## src/rtl/regfile_wb_arbiter_pkg.sv

```systemverilog
// Shared register-file parameters and writeback source encoding.
// Imported by the writeback arbiter and the register file so both agree.
package regfile_wb_arbiter_pkg;

    localparam int RF_DATA_W    = 24;
    localparam int RF_ADDR_W    = 4;
    localparam int RF_NUM_REGS  = 1 << RF_ADDR_W;

    typedef enum logic {
        SRC_ALU = 1'b0,
        SRC_MEM = 1'b1
    } wb_src_e;

endpackage

```

## src/rtl/regfile_wb_arbiter_arb.sv

```systemverilog
// Two-way round-robin arbiter; req[0]/gnt[0] is ALU, req[1]/gnt[1] is MEM.
// Pointer names the favoured source and flips only after a contended grant.
module rr_arb2
    import regfile_wb_arbiter_pkg::*;
(
    input  logic       clk,
    input  logic       rst_n,
    input  logic [1:0] req,
    output logic [1:0] gnt
);

    wb_src_e r_ptr;

    // Grant the lone requester, or the favoured one under contention.
    always_comb begin
        gnt = 2'b00;
        case (req)
            2'b01:   gnt = 2'b01;
            2'b10:   gnt = 2'b10;
            2'b11:   gnt = (r_ptr == SRC_ALU) ? 2'b01 : 2'b10;
            default: gnt = 2'b00;
        endcase
    end

    // Hand priority to the loser after every contended cycle.
    always_ff @(posedge clk or negedge rst_n) begin
        if (!rst_n) begin
            r_ptr <= SRC_ALU;
        end else if (&req) begin
            r_ptr <= (r_ptr == SRC_ALU) ? SRC_MEM : SRC_ALU;
        end
    end

endmodule

```

## src/rtl/regfile_wb_arbiter.sv

```systemverilog
// Arbitrates ALU and load writebacks onto one register-file write port.
// Define REGFILE_WB_SCOREBOARD_EN to compile in per-register busy tracking.
module regfile_wb_arbiter
    import regfile_wb_arbiter_pkg::*;
#(
    parameter int DATA_BUS_WIDTH    = RF_DATA_W,
    parameter int REGFILE_ADDR_BITS = RF_ADDR_W,
    parameter int NUM_REGISTERS     = RF_NUM_REGS
) (
    input  logic                         clk,
    input  logic                         rst_n,
    input  logic                         alu_valid,
    input  logic [REGFILE_ADDR_BITS-1:0] alu_addr,
    input  logic [DATA_BUS_WIDTH-1:0]    alu_data,
    output logic                         alu_ready,
    input  logic                         mem_valid,
    input  logic [REGFILE_ADDR_BITS-1:0] mem_addr,
    input  logic [DATA_BUS_WIDTH-1:0]    mem_data,
    output logic                         mem_ready,
    output logic                         wr_en,
    output logic [REGFILE_ADDR_BITS-1:0] wr_addr,
    output logic [DATA_BUS_WIDTH-1:0]    wr_data,
    input  logic                         issue_valid,
    input  logic [REGFILE_ADDR_BITS-1:0] issue_addr,
    input  logic [REGFILE_ADDR_BITS-1:0] chk_addr1,
    input  logic [REGFILE_ADDR_BITS-1:0] chk_addr2,
    output logic                         busy1,
    output logic                         busy2
);

    logic [1:0]                   w_req;
    logic [1:0]                   w_gnt;
    logic                         w_xfer;
    logic [REGFILE_ADDR_BITS-1:0] w_sel_addr;
    logic [DATA_BUS_WIDTH-1:0]    w_sel_data;

    logic                         r_wr_en;
    logic [REGFILE_ADDR_BITS-1:0] r_wr_addr;
    logic [DATA_BUS_WIDTH-1:0]    r_wr_data;

    // Requests are masked in reset so neither side sees ready.
    assign w_req = {mem_valid & rst_n, alu_valid & rst_n};

    rr_arb2 u_arb (
        .clk   (clk),
        .rst_n (rst_n),
        .req   (w_req),
        .gnt   (w_gnt)
    );

    assign alu_ready  = w_gnt[0];
    assign mem_ready  = w_gnt[1];
    assign w_xfer     = |w_gnt;
    assign w_sel_addr = w_gnt[1] ? mem_addr : alu_addr;
    assign w_sel_data = w_gnt[1] ? mem_data : alu_data;

    // One-cycle write stage; writes to x0 are accepted but suppressed.
    always_ff @(posedge clk or negedge rst_n) begin
        if (!rst_n) begin
            r_wr_en   <= 1'b0;
            r_wr_addr <= '0;
            r_wr_data <= '0;
        end else begin
            r_wr_en <= w_xfer && (w_sel_addr != '0);
            if (w_xfer) begin
                r_wr_addr <= w_sel_addr;
                r_wr_data <= w_sel_data;
            end
        end
    end

    assign wr_en   = r_wr_en;
    assign wr_addr = r_wr_addr;
    assign wr_data = r_wr_data;

`ifdef REGFILE_WB_SCOREBOARD_EN
    logic [NUM_REGISTERS-1:0] r_busy;
    logic [NUM_REGISTERS-1:0] w_set;
    logic [NUM_REGISTERS-1:0] w_clr;

    assign w_set = issue_valid ? (NUM_REGISTERS'(1) << issue_addr) : '0;
    assign w_clr = r_wr_en ? (NUM_REGISTERS'(1) << r_wr_addr) : '0;

    // Issue marks a register pending; its writeback retires it, issue wins.
    always_ff @(posedge clk or negedge rst_n) begin
        if (!rst_n) begin
            r_busy <= '0;
        end else begin
            r_busy <= ((r_busy & ~w_clr) | w_set) & ~NUM_REGISTERS'(1);
        end
    end

    assign busy1 = r_busy[chk_addr1];
    assign busy2 = r_busy[chk_addr2];
`else
    logic w_unused_issue;

    assign w_unused_issue = ^{issue_valid, issue_addr, chk_addr1, chk_addr2};
    assign busy1          = 1'b0;
    assign busy2          = 1'b0;
`endif

endmodule

```

## config.mk

```make
export PLATFORM = sky130hd
export DESIGN_NAME = regfile_wb_arbiter
export DESIGN_NICKNAME = d
export VERILOG_FILES = /design/src/rtl/regfile_wb_arbiter_pkg.sv /design/src/rtl/regfile_wb_arbiter_arb.sv /design/src/rtl/regfile_wb_arbiter.sv
export SDC_FILE = /design/constraint.sdc
export NUM_CORES = 1
export LEC_CHECK = 0
export CAP_MARGIN = 20
export CORE_ASPECT_RATIO = 0.9
export CORE_MARGIN = 2
export CORE_UTILIZATION = 30
export CTS_CLUSTER_DIAMETER = 50
export CTS_CLUSTER_SIZE = 30
export DETAILED_ROUTE_END_ITERATION = 8
export HOLD_SLACK_MARGIN = 0.08
export PLACE_DENSITY_LB_ADDON = 0.25
export SLEW_MARGIN = 10
export SYNTH_ARGS = -nofsm -noshare
export SYNTH_HDL_FRONTEND = slang
export SYNTH_SLANG_ARGS = --single-unit
export TNS_END_PERCENT = 30
```

## constraint.sdc

```tcl
create_clock -name clk -period 2.29 [get_ports clk]
set_input_delay 0.687 -clock clk [delete_from_list [all_inputs] [get_ports clk]]
set_output_delay 0.687 -clock clk [all_outputs]
set_load 0.005 [all_outputs]
```

======== After elaboration in Yosys (flattened, before gate mapping) ========
Index checks and enable logic that the tools add are counted.
storage, ports and cells
  logic and storage cells ................. 18
  output and inout port bits .............. 33
  flip-flop bits (word level) ............. 30
cells by class
  muxes and demuxes ....................... 5
  bitwise logic cells ..................... 2
  reductions and logical operators ........ 4
  eq/ne operators ......................... 3
operator list
  cell                                                              number
  24-bit 2-to-1 mux                                                 1
  2-bit one-hot mux with 3 select lines                             1
  2-bit == test (second input constant)                             2
  4-bit 2-to-1 mux                                                  1
  4-bit nonzero test                                                1
  1-bit AND                                                         2
  2-bit by 1-bit == test with 1-bit output (second input constant)  1
  2-bit 2-to-1 mux                                                  1
  2-bit AND reduction                                               1
  2-bit OR reduction                                                1
  1-bit logical AND                                                 1
  1-bit 2-to-1 mux                                                  1

======== Logic depth before layout (Yosys ltp) ========
Gate-level depths: netlist (run 1).
  depth after elaboration ................. 6
  depth in mapped cells ................... 4
  mapped depth without buffers ............ 3

======== Modules after synthesis ========
From an unflattened synthesis (run 1), not the netlist that was laid out.
unflattened totals
  cells, all modules ...................... 137
  area total of the unflattened synthesis .. 1428.9 µm²
modules (own cells, without submodules)
  module              area an instance (µm²)  seq. area each (µm²)  instances  cells each
  regfile_wb_arbiter  1372.6                  725.7                 1          131
  rr_arb2             56.3                    25.0                  1          6

======== Worst setup path before layout (run 1) ========
OpenSTA, ideal clock, no wires.
  path type ............................... input port to output port
  start point ............................. input port alu_valid
  end point ............................... output port mem_ready
  stages on the path ...................... 3
  data required time ...................... 1.603 ns
  arrival time ............................ 1.196 ns
  path buffers ............................ 1
  path slack .............................. 0.407 ns
  cell sequence ........................... and2b_1 > nor2_4 > buf_6
between the ends
  cells in the longest elaborated chain, start to end .. 3
ends and longest elaborated chain
  item                                                                       RTL line                      RTL
  start, declared                                                            regfile_wb_arbiter.sv:12      input logic alu_valid,
  1-bit AND (*)                                                              regfile_wb_arbiter.sv:42      assign w_req = {mem_valid & rst_n, alu_valid & rst_n};
  2-bit == test or 2-bit by 1-bit == test with 1-bit output (tied branches)  regfile_wb_arbiter_arb.sv:17  case (req)
  2-bit one-hot mux with 3 select lines (*)                                  regfile_wb_arbiter_arb.sv:17
  end, declared                                                              regfile_wb_arbiter.sv:19      output logic mem_ready,
Mark *: on every way between the ends. The rest lies on a longest branch, timed or not.

======== Worst setup path in the final report (run 1) ========
Ends and elaborated chain as after synthesis.

==> impl_metrics.csv, run 1 <==
group,metric,value,unit
outcome,status,"completed",
critical_path,worst_path_most_repeated_cell,"dlygate4sd2_1",
drt,wl_per_cell,16.4,um
die,dieArea,0.00517,mm2
global_route,grtUsageMet1,22.9,%
clock_tree,h-tree-depth,2,
timing,fin_crit,2250,ps
die,io_pins,106,
finish,stdcell_count,280,
global_route,grt_use_met3,3.68,%
critical_path,cp-end-kind,"primary output",
finish,diodes,0,
clock_tree,cts_setup_buffers,0,
clock_tree,clockBufferDepth,2,
critical_path,cp_max_fo,4,
power,powerDensity,746,mW/mm2
hold_path,worstHoldStart,"wr_addr[3]",
synthesis,synth_warnings,0,
timing,hold_viol_final,0,
synthesis,synth_edf_count,0,
finish,fin_nets,291,
drt,num_vias,1386,
global_route,grt_pass1_wl,6660,um
synthesis,synth.avg_cell_area,11.7,um2
synthesis,ys_top_cells_by_area,"dfrtp_1, a221o_1, and2_0",
critical_path,arrival,1560,ps
clock_tree,clock_sinks,30,
timing,finalCritPeriodShare,98.3,%
drt,route.detailed.drc,0,
finish,final_area,0.00251,mm2
global_route,gr-total-overflow,0,
critical_path,crit_start,"alu_valid",
critical_path,slowest_stage,"dlygate4sd2_1",
drt,first_pass_iters,4,
die,placementRows,23,
finish,syn2layout_area_growth,81.5,%
job,drv_cap,0,
clock_tree,postCtsHoldBufs,0,
timing,max_freq,0.444,GHz
placement,place_hpwl,3350,um
critical_path,reg2regPathDepth,4,
critical_path,critPathTopFamily,"buffers and inverters",
drt,via_per_inst,4.95,
drt,drtIter0Drc,76,
critical_path,critPathBufInv,2,
finish,layout-drive-gt1-share,10.6,%
clock_tree,cts.clk_slew.worst_paths,60,ps
global_route,grt_use_total,17.5,%
timing,setup_viol,0,
synthesis,netlist_area,0.00138,mm2
die,start_util,31.2,%
critical_path,r2r-start,"u_arb.r_ptr",
timing,grt_setup_unrepaired,"no",
global_route,global_route.usage.met2,28.2,%
synthesis,syn_inst,118,
placement,preCtsSetupSlack,-442,ps
critical_path,r2r_setup_slack,850,ps
synthesis,yosysMostFrequentCell,"dfrtp_1",
placement,dp_cells,273,
power,ir_worst_vdd,330,uV
critical_path,setup.worst_path.start_class,"primary input",
critical_path,required,1600,ps
hold_path,hold_class,"reg2reg",
finish,regArea,751,um2
power,power,1.87,mW
clock_tree,numCtsBuffers,5,
timing,clock_skew,2.80,ps
die,die_y,68.4,um
clock_tree,clockRootBuffer,"clkbuf_8",
die,core_area,0.00443,mm2
synthesis,ys_ff_latch,30,
global_route,grt-busiest-layer,"met2",
drt,drt.antenna.violating_nets,0,
synthesis,yosys.cell_types.count,25,
global_route,antenna_found_initial,0,
clock_tree,ctsResizeCount,9,
hold_path,holdPathStages,2,
critical_path,crit_path_max_incr_delay,290,ps
synthesis,synthFlopType,"dfrtp_1",
placement,place_area,0.00240,mm2
synthesis,seq_area_frac_synth,54.2,%
timing,whs,559,ps
hold_path,hold_end,"wr_addr[3]",
drt,wirelength,4600,um
timing,setup_tns,0,ps
timing,setup_slack,38.8,ps
finish,multi_input_area,586,um2
die,die_width,75.6,um
clock_tree,cts_tree,"yes",
synthesis,synth_top_area_share,54.2,%
critical_path,critPathKind,"in2out",
critical_path,path_cells,"dlygate4sd2_1 > and2b_2 > nor2_4 > dlygate4sd2_1",
synthesis,netlist_top_cells_count,"dfrtp_1, a221o_1, and2_0",
power,p_leak,1.02,nW
placement,portBuffers,90,
synthesis,postSynth.asyncResetShare,100,%
placement,globalplace.congestion,0.811,
synthesis,yosysTopAreaCell,"dfrtp_1",
global_route,grt_max_degree,35,
critical_path,timing.rr.end,"wr_data[11]",
finish,utilization,56.7,%
finish,num-fill-cells,414,
clock_tree,worstSkewPairLatency,270,ps
timing,drv_slew,0,
global_route,grt_pass1_vias,1339,
-- flip-flops by register name, indices dropped and copies added (netlist names) --
name         count
wr_data         24
wr_en            1
wr_addr          4
u_arb.r_ptr      1
-- worst register-to-register path, stage by stage, from the launching register on --
cell and delay (ps):
dfrtp_1 430, and2b_2 280, nor2_4 40, buf_4 220, a221o_1 350
-- worst max path at each step --
stage / end / slack, ps / cells past startpoint
finish: mem_ready / 40 / 4
detailed placement: mem_ready / -440 / 4
floorplan: mem_ready / 410 / 3
CTS: mem_ready / 40 / 4
global placement: mem_ready / -380 / 4
global route: mem_ready / 5 / 4
-- logic make-up after synthesis --
| group | synth area share, % |
|---|---|
| xor gates and xnor gates | 0.633 |
| AOI/OAI and AO/OA | 23.3 |
| DFF | 54.2 |
| and+or+nand+nor | 17.5 |
| other | 0.271 |
| buffers and inverters | 3.98 |
-- placed cells by master, fill, tap and decap left out, drive strengths merged --
cell type,netlist,routed
nand2,2,2
xnor2,1,1
o21ai,5,5
and2,25,25
o21a,1,1
or4,1,1
a31oi,4,4
a211oi,1,1
a221o,24,24
nand2b,1,1
and2b,1,1
conb,1,2
dfrtp,30,30
dlygate4sd2,0,4
nand3,5,5
bufinv,0,1
a21oi,2,2
buf,6,10
clkdlybuf4s15,0,1
clkbuf,2,6
clkdlybuf4s50,0,85
nor4,1,1
nor2,5,5
-- metal layers --
layer | up-vias | wire (um)
met2 | 56 | 2300
met4 | 0 | 89
met1 | 679 | 2000
li1 | 643 | -
met5 | - | 0
met3 | 8 | 205
-- area by class of cell --
type | count | share of cell area, %
Clock buffer | 6 | 3.29
Clock inverter | 1 | 1.20
Multi-Input combinational cell | 81 | 23.3
Timing Repair Buffer | 100 | 39.2
Sequential cell | 30 | 29.9
Tap cell | 62 | 3.09
-- power by group --
group / switching [mW] / internal, mW / total (mW)
clock network: 0.184 / 0.348 / 0.532
logic: 0.218 / 0.409 / 0.627
registers: 0.0680 / 0.645 / 0.713
total: 0.471 / 1.40 / 1.87
No activity file was read; power rests on OpenSTA's default activity.
==> run 2: changes to the inputs <==
--- a/config.mk
+++ b/config.mk
@@ -12,6 +12,7 @@
 export CTS_CLUSTER_DIAMETER = 50
 export CTS_CLUSTER_SIZE = 30
 export DETAILED_ROUTE_END_ITERATION = 8
+export DONT_BUFFER_PORTS = 1
 export HOLD_SLACK_MARGIN = 0.08
 export PLACE_DENSITY_LB_ADDON = 0.25
 export SLEW_MARGIN = 10
==> run 2 against run 1 <==
Critical path depth fell by 2; first-iteration DRC count fell by 47%; global-route usage fell by 4.0 points; core utilization fell by 22 points; clock-buffer cell count rose by 1; largest power group unchanged.
==> impl_metrics.csv, run 2 (synthesis gave the netlist of run 1 again) <==
group,metric,value,unit
critical_path,crit_path_max_incr_delay,410,ps
outcome,status,"completed",
global_route,grt_use_total,13.5,%
global_route,gr-total-overflow,0,
die,die_y,68.4,um
power,p_leak,0.630,nW
placement,preCtsSetupSlack,561,ps
critical_path,critPathKind,"reg2out",
critical_path,timing.rr.end,"wr_data[22]",
critical_path,slowest_stage,"dfrtp_1",
timing,slew_headroom,50.5,%
finish,syn2layout_area_growth,11.9,%
clock_tree,ctsResizeCount,0,
power,powerDensity,924,mW/mm2
die,start_util,31.2,%
critical_path,crit_start,"u_arb.r_ptr",
critical_path,critPathTopFamily,"simple AND/OR/NAND/NOR gates",
power,p_int,1.02,mW
timing,hold_viol_final,0,
power,seqPwrFrac,51.7,%
critical_path,required,1600,ps
critical_path,reg2regPathDepth,4,
finish,diodes,0,
hold_path,hold_class,"in2async",
finish,largest_reg_flops,24,
critical_path,path_cells,"and2b_1 > nor2_4",
drt,wl_per_cell,19.4,um
timing,setup_viol,0,
drt,via_per_inst,5.51,
clock_tree,worstSkewPairLatency,280,ps
drt,wirelength,3630,um
timing,drv_slew,0,
drt,drt.antenna.violating_nets,0,
timing,finalCritPeriodShare,78.0,%
die,die_width,75.6,um
finish,layout-drive-gt1-share,12.0,%
clock_tree,clock_sinks,30,
finish,mostFrequentLayoutCell,"dfrtp_1",
drt,drtIter0Drc,40,
timing,setup_slack,505,ps
die,io_pins,106,
placement,place_hpwl,2550,um
global_route,grt_pass1_wl,4910,um
critical_path,cp_max_fo,5,
clock_tree,h-tree-depth,2,
critical_path,setup.worst_path.start_class,"register",
drt,route.detailed.drc,0,
clock_tree,cts.clk_slew.worst_paths,70,ps
finish,final_cell_mix,"dfrtp_1, a221o_1, and2_0",
timing,fin_crit,1790,ps
finish,num-fill-cells,485,
power,clockPowerShare,30.2,%
critical_path,cp.depth,2,
timing,max_freq,0.560,GHz
die,placementRows,23,
power,ir_worst_vdd,290,uV
drt,num_vias,1031,
critical_path,endpoint,"mem_ready",
critical_path,critPathBufInv,0,
finish,fin_nets,197,
placement,portBuffers,0,
clock_tree,clockRootBuffer,"clkbuf_8",
power,switching_share,28.6,%
die,dieArea,0.00517,mm2
placement,globalplace.congestion,0.692,
timing,worst_pin_slew,741,ps
critical_path,arrival,1100,ps
critical_path,cp-end-kind,"primary output",
timing,grt_setup_unrepaired,"no",
clock_tree,numCtsBuffers,5,
die,core_area,0.00443,mm2
job,drv_cap,0,
critical_path,r2r-start,"u_arb.r_ptr",
drt,first_pass_iters,4,
critical_path,r2r_setup_slack,860,ps
global_route,grt_max_degree,37,
clock_tree,cts_tree,"yes",
timing,clock_skew,5.38,ps
clock_tree,clockBufferDepth,2,
power,netSwitchingPower,0.409,mW
power,pwr-share-comb,18.0,%
global_route,grt_pass1_vias,936,
global_route,antenna_found_initial,0,
timing,setup_tns,0,ps
==> run 2: changes by cell type in the layout (fill, tap and decap cells not counted), sizes merged <==
cell	previous run	this run
clkdlybuf4s50	85	0
clkinv	0	1
clkdlybuf4s15	1	0
clkbuf	6	7
buf	10	5
bufinv	1	0
dlygate4sd3	0	1
dlygate4sd2	4	0
==> run 2: power groups by stage <==
stage          registers (mW)  clock network (mW)  logic, mW
4_1_cts                 0.742               0.458      0.256
5_1_grt                 0.758               0.484      0.290
3_3_place_gp            0.747                   0      0.244
3_5_place_dp            0.750                   0      0.255
6_report                0.741               0.433      0.258
2_1_floorplan           0.720                   0      0.212
==> run 2: cell type report <==
| type | instances | area [um2] | area share, % |
|---|---|---|---|
| clock buffer | 7 | 86.3 | 5.57 |
| clock inverter | 1 | 5.00 | 0.323 |
| multi-input combinational | 81 | 582 | 37.6 |
| sequential | 30 | 751 | 48.5 |
| tap | 62 | 77.6 | 5.01 |
| timing repair buffer | 6 | 47.5 | 3.07 |
==> run 2: timing repair <==
action	in CTS	in global routing
buffers inserted	0	0
endpoints found under the hold margin	0	15
setup endpoints to repair	0	0
hold buffers	0	1
==> run 2: through the flow <==
step           area (um2)  instances  power [mW]  hold slack [ps]  util [%]
6_report             1550        187        1.43              104      35.0
5_1_grt              1550        187        1.53             82.6      35.0
4_1_cts              1540        186        1.46             83.7      34.7
3_5_place_dp         1450        178        1.00              392      32.7
3_3_place_gp         1450        178       0.991              392      32.7
2_1_floorplan        1390        119       0.933              391         -
==> run 2: worst reg2reg max path, cell delays in order (launching register included) <==
cell and delay, ps:
dfrtp_1 420, and2b_1 310, nor2_4 70, buf_4 190, a221o_1 310
==> run 2: how the worst min path moves through the flow <==
stage               slack (ps)  cells past startpoint          end   from
CTS                         80                      0   wr_addr[1]  rst_n
floorplan                  390                      0  u_arb.r_ptr  rst_n
global placement           390                      0   wr_data[5]  rst_n
detailed placement         390                      0   wr_data[5]  rst_n
finish                     100                      0   wr_data[7]  rst_n
global route                80                      0  wr_data[16]  rst_n
==> run 2: metal layers <==
layer	global-route usage, %	vias to the layer above	wire [um]
met4	5.92	0	60
met5	0	-	0
met1	17.0	515	1540
li1	-	458	-
met2	20.3	52	1680
met3	5.45	6	345
==> run 3: changes to the inputs <==
==> constraint.sdc (replaced) <==
create_clock -name clk -period 1.8 [get_ports clk]
set_input_delay 0.54 -clock clk [delete_from_list [all_inputs] [get_ports clk]]
set_output_delay 0.54 -clock clk [all_outputs]
set_load 0.005 [all_outputs]
==> run 3 against run 2 <==
Register-to-register slack got worse by 510 ps; sequential power rose by 27%; clock power rose by 31%; hold slack improved by 300 ps; largest cell class unchanged; clock skew rose by 2.4 ps; critical path type unchanged; clock-buffer cell count fell by 1.
==> impl_metrics.csv, run 3 (synthesis gave the netlist of run 1 again) <==
group,metric,value,unit
die,die_y,68.4,um
critical_path,timing.rr.end,"wr_data[22]",
placement,portBuffers,0,
drt,num_vias,1048,
job,drv_cap,0,
power,power,1.85,mW
drt,via_per_inst,5.57,
clock_tree,cts_setup_buffers,0,
clock_tree,numCtsBuffers,5,
finish,num-fill-cells,468,
timing,drv_slew,0,
power,ir_worst_vdd,356,uV
hold_path,worstHoldStart,"mem_data[15]",
drt,wirelength,3580,um
hold_path,holdPathStages,1,
timing,max_freq,0.598,GHz
critical_path,cp_max_fo,5,
critical_path,setup.worst_path.start_class,"register",
die,start_util,31.2,%
timing,fin_crit,1670,ps
global_route,grt-busiest-layer,"met2",
timing,clock_skew,7.81,ps
clock_tree,clockRootBuffer,"clkbuf_8",
clock_tree,worstSkewPairLatency,280,ps
critical_path,crit_start,"u_arb.r_ptr",
global_route,global_route.usage.met2,19.9,%
finish,stdcell_count,188,
clock_tree,clock_sinks,30,
power,powerDensity,1180,mW/mm2
finish,final_area,0.00157,mm2
finish,mostFrequentLayoutCell,"dfrtp_1",
timing,finalCritPeriodShare,92.9,%
finish,fin_nets,198,
power,p_leak,0.638,nW
finish,largest_reg_flops,24,
timing,setup_viol,0,
clock_tree,cts.clk_slew.worst_paths,70,ps
global_route,grt_pass1_vias,1010,
timing,setup_tns,0,ps
drt,drt.antenna.violating_nets,0,
power,clockPowerShare,30.6,%
global_route,gr-total-overflow,0,
placement,place_area,0.00145,mm2
drt,route.detailed.drc,0,
power,switching_share,29.6,%
finish,layout-drive-gt1-share,13.5,%
critical_path,arrival,1130,ps
timing,grt_setup_unrepaired,"no",
global_route,grt_max_degree,31,
critical_path,r2r-start,"u_arb.r_ptr",
global_route,grt_pass1_wl,5110,um
power,netSwitchingPower,0.547,mW
power,pwr-share-comb,18.6,%
critical_path,r2r_setup_slack,350,ps
finish,utilization,35.5,%
finish,regArea,751,um2
finish,multi_input_area,582,um2
critical_path,cp-end-kind,"primary output",
power,seqPwrFrac,50.8,%
global_route,grt_use_total,13.8,%
die,die_width,75.6,um
hold_path,hold_end,"wr_data[15]",
drt,first_pass_iters,4,
outcome,status,"completed",
drt,drtIter0Drc,105,
die,dieArea,0.00517,mm2
clock_tree,clockBufferDepth,2,
placement,globalplace.congestion,0.718,
global_route,antenna_found_initial,0,
placement,dp_cells,178,
placement,place_hpwl,2580,um
global_route,grt_use_met3,5.74,%
die,core_area,0.00443,mm2
timing,hold_viol_final,0,
clock_tree,cts_tree,"yes",
finish,syn2layout_area_growth,13.7,%
power,p_int,1.30,mW
die,io_pins,106,
global_route,grtUsageMet1,17.7,%
drt,wl_per_cell,19.0,um
finish,diodes,0,
critical_path,reg2regPathDepth,4,
hold_path,hold_class,"in2reg",
critical_path,required,1260,ps
die,placementRows,23,
clock_tree,h-tree-depth,2,
finish,final_cell_mix,"dfrtp_1, a221o_1, and2_0",
critical_path,critPathKind,"reg2out",
==> run 3: changes by cell type in the layout (fill, tap and decap cells not counted), sizes merged <==
| cell | change |
|---|---|
| buf | +1 |
| clkbuf | -1 |
| clkinvlp | +1 |
==> run 3: power groups by stage <==
stage	Clock (mW)	Sequential [mW]	Combinational, mW
6_report	0.567	0.940	0.344
5_1_grt	0.638	0.959	0.385
4_1_cts	0.591	0.943	0.349
3_5_place_dp	0	0.952	0.324
3_3_place_gp	0	0.951	0.310
2_1_floorplan	0	0.916	0.270
==> run 3: what timing repair did <==
action / CTS / global route
hold buffers: 2 / 0
endpoints found under the hold margin: 30 / 0
resized for setup: 0 / 0
==> run 3: worst max-delay path: stages, from the launching register on <==
cell and delay (ps):
dfrtp_1 420, and2b_1 260, nor2_4 170
==> run 3: metrics by stage <==
stage,hold slack [ps],worst slack (ps)
floorplan,244,211
global placement,245,348
detailed placement,245,337
CTS,392,112
global route,384,71.6
finish,400,127
==> run 3: layout make-up <==
type                       instances  area share [%]
multi-input combinational         81            37.0
tap                               62            4.93
sequential                        30            47.7
clock inverter                     2           0.796
timing repair buffer               7            4.30
clock buffer                       6            5.25
==> run 3: metal layers <==
layer	wire [um]	part of all wire [%]
met1	1470	41
met2	1660	46
met3	365	10
met4	78	2.2
met5	0	0
==> run 3: how the worst max path moves through the flow <==
stage / depth (start not counted) / slack, ps / to
after floorplan: 3 / 210 / mem_ready
after global placement: 2 / 350 / mem_ready
after detailed placement: 4 / 340 / wr_data[19]
after CTS: 2 / 110 / mem_ready
after global routing: 2 / 70 / mem_ready
final: 2 / 130 / mem_ready
